===== src/rtl/mult_div_pkg.sv =====
// -----------------------------------------------------------------------------
// mult_div_pkg
// Definitions shared by the iterative multiplier (booth_mult) and the divider:
// the three-state controller encoding, the iteration count and the width of
// the iteration counter.
// -----------------------------------------------------------------------------
package mult_div_pkg;

   typedef enum logic [1:0] {
      ST_IDLE = 2'd0,
      ST_RUN  = 2'd1,
      ST_DONE = 2'd2
   } state_t;

   // One radix-2 step per operand bit.
   localparam int MULT_ITER = 32;

   // Counter must be able to hold MULT_ITER itself.
   localparam int CNT_W = $clog2(MULT_ITER + 1);

endpackage : mult_div_pkg


===== src/rtl/booth_step.sv =====
// -----------------------------------------------------------------------------
// booth_step
// Combinational single radix-2 Booth iteration: conditional add/subtract of the
// multiplicand into the accumulator followed by an arithmetic right shift of
// the concatenation {acc, q, qm1}.
//
// Ports
//   m        in   WIDTH    multiplicand (two's complement)
//   acc_in   in   WIDTH+1  accumulator (sign-extended, two's complement)
//   q_in     in   WIDTH    multiplier / low product bits
//   qm1_in   in   1        bit shifted out of q on the previous step
//   acc_out  out  WIDTH+1  accumulator after add/sub and shift
//   q_out    out  WIDTH    q after shift
//   qm1_out  out  1        q_in[0]
// -----------------------------------------------------------------------------
module booth_step #(
   parameter int WIDTH = 32
) (
   input  logic signed [WIDTH-1:0] m,
   input  logic signed [WIDTH:0]   acc_in,
   input  logic        [WIDTH-1:0] q_in,
   input  logic                    qm1_in,
   output logic signed [WIDTH:0]   acc_out,
   output logic        [WIDTH-1:0] q_out,
   output logic                    qm1_out
);

   logic signed [WIDTH:0] m_ext;
   logic signed [WIDTH:0] sum;

   assign m_ext = {m[WIDTH-1], m};

   always_comb begin
      sum = acc_in;
      case ({q_in[0], qm1_in})
         2'b01:   sum = acc_in + m_ext;
         2'b10:   sum = acc_in - m_ext;
         default: sum = acc_in;
      endcase
   end

   // Arithmetic shift right of {sum, q, qm1}: the accumulator sign bit is
   // replicated, its LSB moves into the top of q.
   assign acc_out = {sum[WIDTH], sum[WIDTH:1]};
   assign q_out   = {sum[0], q_in[WIDTH-1:1]};
   assign qm1_out = q_in[0];

endmodule : booth_step


===== src/rtl/booth_mult.sv =====
// -----------------------------------------------------------------------------
// booth_mult
// Iterative signed 32x32 -> 64 radix-2 Booth multiplier. A start seen in IDLE
// captures a/b and runs 32 Booth steps (one per clock); the edge after the last
// step moves to DONE, registering the product into hi/lo and pulsing done for
// one cycle. hi/lo hold their value until the next completed operation.
//
// Ports
//   clk    in   1      clock, rising edge
//   reset  in   1      asynchronous active-low reset
//   start  in   1      launch request, honoured only in IDLE
//   a      in   WIDTH  multiplicand, signed, sampled with start
//   b      in   WIDTH  multiplier, signed, sampled with start
//   busy   out  1      high in RUN and DONE
//   done   out  1      one-cycle pulse, hi/lo newly valid
//   hi     out  WIDTH  upper half of signed product
//   lo     out  WIDTH  lower half of signed product
// -----------------------------------------------------------------------------
module booth_mult
   import mult_div_pkg::*;
#(
   parameter int WIDTH = 32
) (
   input  logic             clk,
   input  logic             reset,
   input  logic             start,
   input  logic [WIDTH-1:0] a,
   input  logic [WIDTH-1:0] b,
   output logic             busy,
   output logic             done,
   output logic [WIDTH-1:0] hi,
   output logic [WIDTH-1:0] lo
);

   state_t                  state;
   logic signed [WIDTH-1:0] m;
   logic signed [WIDTH:0]   acc;    // one guard bit so -2^31 * -2^31 cannot overflow
   logic        [WIDTH-1:0] q;
   logic                    qm1;
   logic        [CNT_W-1:0] count;

   logic signed [WIDTH:0]   acc_nx;
   logic        [WIDTH-1:0] q_nx;
   logic                    qm1_nx;

   booth_step #(
      .WIDTH (WIDTH)
   ) u_step (
      .m       (m),
      .acc_in  (acc),
      .q_in    (q),
      .qm1_in  (qm1),
      .acc_out (acc_nx),
      .q_out   (q_nx),
      .qm1_out (qm1_nx)
   );

   always_ff @(posedge clk or negedge reset) begin
      if (!reset) begin
         state <= ST_IDLE;
         busy  <= 1'b0;
         done  <= 1'b0;
         hi    <= '0;
         lo    <= '0;
         m     <= '0;
         acc   <= '0;
         q     <= '0;
         qm1   <= 1'b0;
         count <= '0;
      end else begin
         case (state)
            ST_IDLE: begin
               done <= 1'b0;
               if (start) begin
                  m     <= a;
                  q     <= b;
                  qm1   <= 1'b0;
                  acc   <= '0;
                  count <= CNT_W'(MULT_ITER);
                  busy  <= 1'b1;
                  state <= ST_RUN;
               end
            end
            ST_RUN: begin
               // All 32 steps are done once count has reached zero; this edge
               // only publishes the result, so start here is simply ignored.
               if (count == '0) begin
                  hi    <= acc[WIDTH-1:0];
                  lo    <= q;
                  done  <= 1'b1;
                  state <= ST_DONE;
               end else begin
                  acc   <= acc_nx;
                  q     <= q_nx;
                  qm1   <= qm1_nx;
                  count <= count - CNT_W'(1);
               end
            end
            ST_DONE: begin
               done  <= 1'b0;
               busy  <= 1'b0;
               state <= ST_IDLE;
            end
            default: begin
               done  <= 1'b0;
               busy  <= 1'b0;
               state <= ST_IDLE;
            end
         endcase
      end
   end

endmodule : booth_mult


===== config.mk =====
export PLATFORM = sky130hd
export DESIGN_NAME = booth_mult
export DESIGN_NICKNAME = d
export VERILOG_FILES = /design/src/rtl/mult_div_pkg.sv /design/src/rtl/booth_step.sv /design/src/rtl/booth_mult.sv
export SDC_FILE = /design/constraint.sdc
export NUM_CORES = 1
export LEC_CHECK = 0
export BUFFER_PORTS_ARGS = -buffer_cell sky130_fd_sc_hd__buf_2
export CORE_MARGIN = 10
export CORE_UTILIZATION = 50
export CTS_CLUSTER_DIAMETER = 80
export DETAILED_ROUTE_END_ITERATION = 16
export PLACE_DENSITY = 0.72
export REMOVE_ABC_BUFFERS = 1
export SLEW_MARGIN = 10
export SYNTH_ARGS = -nofsm -noshare
export SYNTH_HDL_FRONTEND = slang
export SYNTH_HIERARCHICAL = 1
export SYNTH_SLANG_ARGS = --single-unit

===== constraint.sdc =====
create_clock -name clk -period 4.97 [get_ports clk]
set_input_delay 0.994 -clock clk [delete_from_list [all_inputs] [get_ports clk]]
set_output_delay 0.994 -clock clk [all_outputs]
set_load 0.03 [all_outputs]

After elaboration in Yosys (flattened, before gate mapping)

Index checks and enable logic that the tools add are counted.

$add $sub $neg: 3
Bitwise logic cells: 1
Divide/modulo/power cells: 0
Reduce and logical (&&, ||, !) cells: 8
Multipliers: 0
Multiplexer cells: 20
Shift-type cells: 0
Equal/unequal tests: 6
Magnitude comparators: 0

Operator list:

| operator                                                               | number |
|---|---|
| 33-bit one-hot mux with 2 select lines                                 | 2 |
| 33-bit 2-to-1 mux                                                      | 2 |
| 32-bit 2-to-1 mux                                                      | 2 |
| 32-bit one-hot mux with 2 select lines                                 | 1 |
| 33-bit by 32-bit adder with 33-bit output                              | 1 |
| 33-bit by 32-bit subtractor with 33-bit output                         | 1 |
| 6-bit 2-to-1 mux                                                       | 2 |
| 6-bit one-hot mux with 2 select lines                                  | 1 |
| 2-bit AND reduction                                                    | 4 |
| 6-bit logical NOT                                                      | 1 |
| 2-bit != test (second input constant)                                  | 3 |
| 6-bit by 1-bit subtractor with 6-bit output (second input constant)    | 1 |
| 1-bit 2-to-1 mux                                                       | 5 |
| 2-bit by 1-bit equality test with 1-bit output (second input constant) | 2 |
| 2-bit 2-to-1 mux                                                       | 2 |
| 1-bit one-hot mux with 2 select lines                                  | 2 |
| 2-bit one-hot mux with 2 select lines                                  | 1 |
| 3-bit AND reduction                                                    | 1 |
| 2-bit equality test (second input constant)                            | 1 |
| 2-bit logical NOT                                                      | 1 |
| 2-bit nonzero test                                                     | 1 |
| 1-bit inverter                                                         | 1 |

Register bits after elaboration: 172
RAM bits: 0
Memories kept: 0
Bits of input ports: 67
Logic and storage cells: 48
Bits in latches: 0
Memory bits (read-only): 0

Logic depth before layout (Yosys ltp)

Gate-level depths: netlist (run 1).

Depth after elaboration: 4
Depth in mapped cells: 20
Depth with buffers taken out: 18

Cells and area by module

Netlist (run 1), hierarchy kept.

By module, submodules not included:

| module     | area an instance (um^2) | times used | cells each |
|---|---|---|---|
| booth_mult | 7,049.3                 | 1          | 574 |
| booth_step | 2,994.1                 | 1          | 460 |

Worst setup path after synthesis (run 1)

Ideal clock, no wire load.

Path type: flip-flop to flip-flop
Start: register m[16]
End: register acc[32]
Cell stages (with the launch flop): 20
Setup time: 0.087 ns
Data required time: 4.883 ns
Buffers on the path: 2
Setup slack: 1.012 ns
Data arrival time: 3.872 ns
Path through: dfrtp_1 > or4_4 > or3_4 > nor2_1 > nand2_1 > nor2_1 > a21oi_1 > xnor2_1 > ha_1 > clkbuf_1 > a21oi_1 > o211ai_1 > o211ai_1 > a31oi_1 > o21ai_1 > o311ai_1 > xor2_1 > buf_4 > nand2_1 > o211ai_1

Word-level cells in the longest chain between the ends: 4
Elaborated cells between the ends (all ways): 5

RTL lines:

| element                                                                                                     | RTL line                           | RTL |
|---|---|---|
| from (decl)                                                                                                 | booth_mult.sv:36                   | `logic signed [WIDTH-1:0] m;` |
| from (signal assigned)                                                                                      | booth_mult.sv:65                   | `m <= '0;` |
| from (signal assigned)                                                                                      | booth_mult.sv:75                   | `m <= a;` |
| 33-bit by 32-bit subtractor with 33-bit output or 33-bit by 32-bit adder with 33-bit output (tied branches) | booth_step.sv:37, booth_step.sv:36 |  |
| 33-bit one-hot mux with 2 select lines (*)                                                                  | booth_step.sv:35                   | `case ({q_in[0], qm1_in})` |
| named net acc_nx[31]                                                                                        | booth_mult.sv:42                   | `logic signed [WIDTH:0] acc_nx;` |
| 33-bit 2-to-1 mux (*)                                                                                       | booth_mult.sv:87                   | `if (count == '0) begin` |
| 33-bit one-hot mux with 2 select lines (*)                                                                  | booth_mult.sv:71                   | `case (state)` |
| to (signal assigned)                                                                                        | booth_mult.sv:93                   | `acc <= acc_nx;` |
| to (decl)                                                                                                   | booth_mult.sv:37                   | `logic signed [WIDTH:0] acc;` |

The timed path passes the listed nets; every way through them passes the cells marked *. The select of a mux whose other input is x is not followed.
A chain may end at the register's enable or synchronous reset.

Worst setup path in the final report (run 1)

Start: register m[3]
End: register acc[32]

The elaborated chain is that of the path after synthesis.

==> results of run 1 <==
[cells by family (layout without fill, tap and decap cells)]
kind of cell,Yosys count,in the layout,share of synthesized area (%)
xor gates and xnor gates,59,59,5.15
muxes,104,104,11.2
buffers and inverters,136,225,7.16
adders and majority gates,37,37,4.68
and+or+nand+nor,333,333,15.2
AOI/OAI and AO/OA,193,193,13.8
DFF,172,172,42.9
[Yosys cell counts, types with 4 or more instances]
library cell and count:
clkbuf_1 23, o31ai_1 5, mux2i_1 38, inv_1 52, ha_1 36, nor4_1 8, o21a_1 8, a31oi_1 6
o21ai_0 40, nand2_1 188, nor3_1 12, o221a_2 18, nor2_1 48, nor2b_1 4, buf_6 6, nand2b_1 38
dfrtp_1 172, o211ai_1 7, xor2_1 16, o2111ai_1 5, xnor2_1 43, a21oi_1 45, o21bai_1 9, buf_4 39
nand3_1 9, nand4_1 6, mux2_1 14, a21o_1 15, buf_2 13, o221a_1 14, mux2_2 52
[worst min-delay path by stage]
| stage | from | endpoint | slack [ps] | cells past startpoint |
|---|---|---|---|---|
| after floorplan | count[5] | count[5] | 460 | 1 |
| after global placement | lo[24] | lo[24] | 470 | 1 |
| after detailed placement | lo[3] | lo[3] | 470 | 1 |
| after CTS | lo[3] | lo[3] | 480 | 1 |
| after global routing | hi[15] | hi[15] | 500 | 1 |
| final | lo[3] | lo[3] | 480 | 1 |
[stage by stage]
| stage | utilization, % | hold WS (ps) | std cells | instance area [um2] |
|---|---|---|---|---|
| finish | 57.3 | 483 | 1388 | 11200 |
| global route | 57.3 | 504 | 1388 | 11200 |
| CTS | 57.3 | 485 | 1388 | 11200 |
| detailed placement | 54.1 | 470 | 1357 | 10600 |
| global placement | 54.1 | 466 | 1357 | 10600 |
| floorplan | - | 460 | 951 | 9520 |
[registers in the layout, indices dropped and copies added, names as in the netlist]
signal  cells
acc        33
busy        1
count       6
done        1
hi         32
lo         32
m          32
q          32
qm1         1
state       2
[metal layers]
metal / track usage [%] / vias to the layer above
li1: - / 3703
met5: 0 / -
met2: 29.7 / 171
met4: 5.05 / 0
met1: 23.9 / 3650
met3: 4.07 / 32
[critical path: stages, from the launching register on]
cell	delay, ps
dfrtp_1	430
nor2_1	150
nor4b_1	620
and3_1	380
nand2_1	120
nor2_1	270
a21oi_1	130
xnor2_1	150
ha_1	430
a21oi_1	130
o211ai_1	270
o211ai_1	130
a31oi_1	150
o21ai_1	120
o311ai_1	340
xor2_1	210
nand2_1	70
o211ai_1	170
[final cells by class]
type,instances,area (um2)
fillers,1752,8370
multi-input cells,726,5030
flip-flops and latches,172,4300
repair buffers,141,734
clock buffers,19,453
well taps,265,332
inverters,53,199
clock inverters,12,163
==> flow_summary.json, run 1 <==
{
  "reg2reg_to": "acc[32]",
  "ys.flop_type": "dfrtp_1",
  "grt_pass1_vias": 7560,
  "r2r-start": "m[3]",
  "clock_latency_ps": 430,
  "die_area_um2": 26200,
  "grt_usage_pct": 18.2,
  "hp-class": "flop to flop",
  "core_um2": 19600,
  "root_buffer": "clkbuf_16",
  "ys_ff_latch": 172,
  "wl_met3_um": 869,
  "syn-cell-area_um2": 10000,
  "status": "finished clean",
  "crit_path_end_kind": "flop",
  "syn_avg_cell_area_um2": 9.71,
  "crit_type": "flop to flop",
  "grt.overflow.total": 0,
  "htreeDepth": 4,
  "cts_tree": "yes",
  "grt_max_degree": 108,
  "reg2reg_slack_ps": 610,
  "synth.area.top_cells": "dfrtp_1 (43%), nand2_1 (7.0%), mux2_2 (5.8%), ha_1 (4.5%), mux2i_1 (3.8%)",
  "dpl_worst_slack_ps": 641,
  "routedWlPerCell_um": 17.0,
  "dp_hpwl_mm": 16.9,
  "numCtsBuffers": 17,
  "viasPerCell": 5.44,
  "setup_violations": 0,
  "fp-row-count": 51,
  "netlist.area_leader.share_pct": 42.9,
  "finalHoldViolCount": 0,
  "synth_edf_count": 0,
  "drc": 0,
  "start_util_pct": 51.3,
  "layout_commonest_cell": "nand2_1",
  "cts_hold_buf": 0,
  "fin_skew_ps": 10.8,
  "cts.repair.resized": 0,
  "antenna_left": 0,
  "relSlewSlack_pct": 33.4,
  "grt_pass1_wl_mm": 39.3,
  "netlist_instances": 1034,
  "layout_common_cells": "nand2_1 (188), dfrtp_1 (172), buf_2 (131)",
  "met2WireLength_mm": 11.6,
  "cp_max_fo": 8,
  "num-nets-final": 1215,
  "slew_viol_final": 0,
  "drv_cap": 0,
  "gp_congestion": 0.909,
  "rsz0062_at_grt": "no",
  "wl_met1_mm": 10.7,
  "final_layout_size_suffix_gt1_share_pct": 22.6,
  "cp-endpoint": "acc[32]",
  "routed_wl_mm": 23.5,
  "dr.pass1.iters": 5,
  "yosys_warnings": 6,
  "cts.sinks": 172,
  "clk_path_buf_depth": 2,
  "antenna_found_initial": 0,
  "rr_worst_depth": 17,
  "cts_setup_buffers": 0,
  "synth_top_area_cell": "dfrtp_1",
  "path_clk_slew_ps": 70,
  "ios": 133,
  "area_growth_pct": 11.7,
  "fp.dieW_um": 162,
  "yosysUniqueCellTypes": 63,
  "crit_start": "m[3]",
  "period_needed_ps": 4360,
  "start_kind": "flop",
  "top_layer": "met4",
  "async_reset_ff_share_pct": 100,
  "drt_iter0_drc": 535,
  "diodes": 0,
  "fin_crit_sh_pct": 87.7,
  "setup_tns_ps": 0,
  "crit_required_ps": 5320,
  "ys_seq_area_share_pct": 42.9,
  "tightest_slew_ps": 995,
  "max_freq_ghz": 0.229,
  "crit_arrival_ps": 4710,
  "num_vias": 7556,
  "setup_slack_ps": 613,
  "port_buffers": 132,
  "die_h_um": 162
}
Power of run 1 is left out: the tool's default activity adds up to more than one toggle a clock period on the data nets, which glitch-free logic cannot reach.
==> inputs of run 2 (changes only) <==
--- a/config.mk
+++ b/config.mk
@@ -7,10 +7,10 @@
 export LEC_CHECK = 0
 export BUFFER_PORTS_ARGS = -buffer_cell sky130_fd_sc_hd__buf_2
 export CORE_MARGIN = 10
-export CORE_UTILIZATION = 50
+export CORE_UTILIZATION = 45
 export CTS_CLUSTER_DIAMETER = 80
 export DETAILED_ROUTE_END_ITERATION = 16
-export PLACE_DENSITY = 0.72
+export PLACE_DENSITY = 0.66
 export REMOVE_ABC_BUFFERS = 1
 export SLEW_MARGIN = 10
 export SYNTH_ARGS = -nofsm -noshare
==> flow_summary.json, run 2 (same netlist as run 1, synthesis figures left out) <==
{
  "status": "finished clean",
  "port_buffers": 132,
  "numCtsBuffers": 17,
  "start_util_pct": 45.9,
  "drv_cap": 0,
  "root_buffer": "clkbuf_16",
  "antenna_found_initial": 0,
  "grt.overflow.total": 0,
  "fp.dieW_um": 169,
  "routedWlPerCell_um": 17.0,
  "relSlewSlack_pct": 26.6,
  "fin_crit_sh_pct": 85.0,
  "slew_viol_final": 0,
  "rsz0062_at_grt": "no",
  "gp_congestion": 0.909,
  "cts_tree": "yes",
  "cts.repair.resized": 0,
  "fp-row-count": 54,
  "viasPerCell": 5.35,
  "cts_hold_buf": 0,
  "cts.sinks": 172,
  "use_met1_pct": 21.3,
  "dpl_cell_area_um2": 10700,
  "final_layout_size_suffix_gt1_share_pct": 22.8,
  "start_kind": "flop",
  "crit_required_ps": 5230,
  "area_growth_pct": 11.9,
  "period_needed_ps": 4230,
  "fin_skew_ps": 14.3,
  "grt_util_met2_pct": 28.1,
  "htreeDepth": 4,
  "cts_setup_buffers": 0,
  "setup_slack_ps": 745,
  "antenna_left": 0,
  "setup_violations": 0,
  "use_met3_pct": 3.40,
  "final_cell_count_no_fill": 1405,
  "num_vias": 7519,
  "dpl_worst_slack_ps": 794,
  "core_um2": 21900,
  "dr.pass1.iters": 5,
  "max_freq_ghz": 0.237,
  "clk_path_buf_depth": 2,
  "crit_path_end_kind": "flop",
  "crit_arrival_ps": 4490,
  "top_register": "acc",
  "grt_usage_pct": 16.9,
  "busiest_layer": "met2",
  "finalHoldViolCount": 0,
  "numPlacedInstances": 1373,
  "grt_max_degree": 92,
  "tightest_slew_ps": 1100,
  "hp-class": "flop to flop",
  "diodes": 0,
  "largest_register_ffs": 33,
  "dp_hpwl_mm": 17.3,
  "final_cell_area_um2": 11200,
  "setup_tns_ps": 0,
  "num-nets-final": 1216,
  "layout_commonest_cell": "nand2_1",
  "drc": 0,
  "clock_latency_ps": 440,
  "path_clk_slew_ps": 80,
  "grt_pass1_wl_mm": 40.0,
  "cp_max_fo": 5,
  "die_area_um2": 28700,
  "grt_pass1_vias": 7775,
  "ios": 133,
  "drt_iter0_drc": 394,
  "layout_common_cells": "nand2_1 (188), dfrtp_1 (172), buf_2 (131)",
  "die_h_um": 169,
  "crit_type": "flop to flop",
  "routed_wl_mm": 23.8
}
run 2: layer usage:
layer	part of all wire, %	vias up	wire length (um)
met5	0	-	0
met4	1.9	0	454
li1	-	3702	-
met2	49	158	11600
met3	4.3	30	1020
met1	45	3629	10700
run 2: worst paths after layout:
kind                       start  cells past startpoint       to  slack, ps
setup / recovery            m[0]                     18  acc[24]        740
hold / removal             lo[2]                      1    lo[2]        480
setup reg to reg            m[0]                     18  acc[24]        740
hold reg to reg            lo[2]                      1    lo[2]        480
max in group asynchronous  reset                      2  acc[14]       3270
min in group asynchronous  reset                      1    lo[4]        620
run 2: layout make-up:
cell class	count	area, um2
flip-flops and latches	172	4300
well taps	280	350
multi-input cells	726	5040
inverters	53	199
repair buffers	142	754
clock inverters	15	166
clock buffers	17	425
fillers	2051	10600
run 2: critical path, cell delays in order (launching register included):
cell,delay (ps)
dfrtp_1,430
inv_1,70
ha_1,170
nor4b_1,300
buf_4,200
nand3_1,230
nor3_1,300
a21oi_1,130
xnor2_1,240
ha_1,340
a21oi_1,230
nor2b_1,70
o21a_1,200
or3_1,350
o31ai_1,290
xnor2_1,110
mux2_2,260
inv_1,50
mux2i_1,60
run 2: metrics by stage:
stage / utilization [%] / hold WS (ps)
finish: 51.4 / 483
global route: 51.4 / 501
CTS: 51.4 / 486
detailed placement: 48.7 / 470
global placement: 48.7 / 467
floorplan: - / 460
Power of run 2 is left out for the same reason.
==> inputs of run 3 (changes only) <==
--- a/config.mk
+++ b/config.mk
@@ -11,7 +11,6 @@
 export CTS_CLUSTER_DIAMETER = 80
 export DETAILED_ROUTE_END_ITERATION = 16
 export PLACE_DENSITY = 0.66
-export REMOVE_ABC_BUFFERS = 1
 export SLEW_MARGIN = 10
 export SYNTH_ARGS = -nofsm -noshare
 export SYNTH_HDL_FRONTEND = slang
==> flow_summary.json, run 3 (same netlist as run 1, synthesis figures left out) <==
{
  "status": "finished clean",
  "setup_tns_ps": 0,
  "holdWs_ps": 484,
  "slowest_stage": "nor4b_1",
  "rsz0062_at_grt": "no",
  "crit_type": "flop to flop",
  "antenna_found_initial": 1,
  "top_register": "acc",
  "dp_hpwl_mm": 16.9,
  "grt_pass1_wl_mm": 39.1,
  "finalHoldViolCount": 0,
  "fin_skew_ps": 7.37,
  "cts.repair.resized": 0,
  "worstPathBufferInverterCount": 1,
  "setup_violations": 0,
  "start_kind": "flop",
  "antenna_left": 0,
  "synthesis.nets": 1138,
  "crit_chain": "inv_1 > ha_1 > nor4b_1 > nand3_1 > nor4_4 > a21oi_1 > xnor2_1 > ha_1 > nand2_1 > o211ai_1 > o211ai_1 > a31oi_1 > o21ai_1 > o311ai_1 > xor2_1 > nand2_1 > o211ai_1",
  "cp_max_fo": 6,
  "fp-row-count": 54,
  "clk_path_buf_depth": 2,
  "grt_usage_pct": 16.6,
  "layout_common_cells": "nand2_1 (188), dfrtp_1 (172), buf_2 (131)",
  "cts_tree": "yes",
  "numCtsBuffers": 17,
  "die_h_um": 169,
  "drt_iter0_drc": 399,
  "largest_register_ffs": 33,
  "drv_cap": 0,
  "slew_viol_final": 0,
  "clock_latency_ps": 430,
  "tightest_slew_ps": 1240,
  "relSlewSlack_pct": 16.9,
  "diodes": 0,
  "cts.sinks": 172,
  "viasPerCell": 5.32,
  "cpPeakStageDelay_ps": 620,
  "ios": 133,
  "num_vias": 7462,
  "drc": 0,
  "period_needed_ps": 4500,
  "fp.dieW_um": 169,
  "crit_path_frequent_cell": "o211ai_1",
  "layout_commonest_cell": "nand2_1",
  "crit_arrival_ps": 4850,
  "final_layout_size_suffix_gt1_share_pct": 22.6,
  "routed_wl_mm": 23.3,
  "crit_path_end_kind": "flop",
  "crit_required_ps": 5320,
  "dr.pass1.iters": 5,
  "start_util_pct": 45.9,
  "cts_setup_buffers": 0,
  "gp_congestion": 0.880,
  "cts_hold_buf": 0,
  "core_um2": 21900,
  "htreeDepth": 4,
  "max_freq_ghz": 0.222,
  "critPathTopFamily": "simple AND/OR/NAND/NOR gates",
  "die_area_um2": 28700,
  "area_growth_pct": 11.7,
  "path_clk_slew_ps": 70,
  "fin_crit_sh_pct": 90.5,
  "hp-class": "flop to flop",
  "num-nets-final": 1214,
  "grt.overflow.total": 0,
  "routedWlPerCell_um": 16.6,
  "root_buffer": "clkbuf_16",
  "grt_max_degree": 94,
  "grt_pass1_vias": 7437,
  "port_buffers": 132
}
[run 3: metal layers]
layer | up-vias | track usage [%] | share of wire [%]
li1 | 3711 | - | -
met1 | 3557 | 22.1 | 47
met2 | 167 | 25.9 | 46
met3 | 25 | 4.40 | 5.6
met4 | 2 | 4.54 | 1.4
met5 | - | 0 | 0.030
[run 3: final cells by class]
cell class | count | area (um2)
flip-flops and latches | 172 | 4300
well taps | 280 | 350
inverters | 53 | 199
clock inverters | 14 | 144
clock buffers | 18 | 439
fillers | 2061 | 10700
multi-input cells | 726 | 5040
repair buffers | 140 | 739
[run 3: stage by stage]
stage | worst slack [ps] | instance area, um2 | cells | utilization [%]
after CTS | 519 | 11200 | 1403 | 51.3
after detailed placement | 581 | 10600 | 1371 | 48.6
final | 472 | 11200 | 1403 | 51.3
after global routing | 18.1 | 11200 | 1403 | 51.3
after global placement | 665 | 10600 | 1371 | 48.6
after floorplan | 1010 | 10000 | 1034 | -
[run 3: worst paths after layout]
check                             from       to  slack [ps]  cells after the start
min in group asynchronous        reset    hi[9]         640                      1
worst min-delay path            hi[14]   hi[14]         480                      1
worst min register to register  hi[14]   hi[14]         480                      1
worst max register to register    m[0]  acc[32]         470                     17
worst max-delay path              m[0]  acc[32]         470                     17
max in group asynchronous        reset     q[0]        3410                      2
Power of run 3 is left out for the same reason.
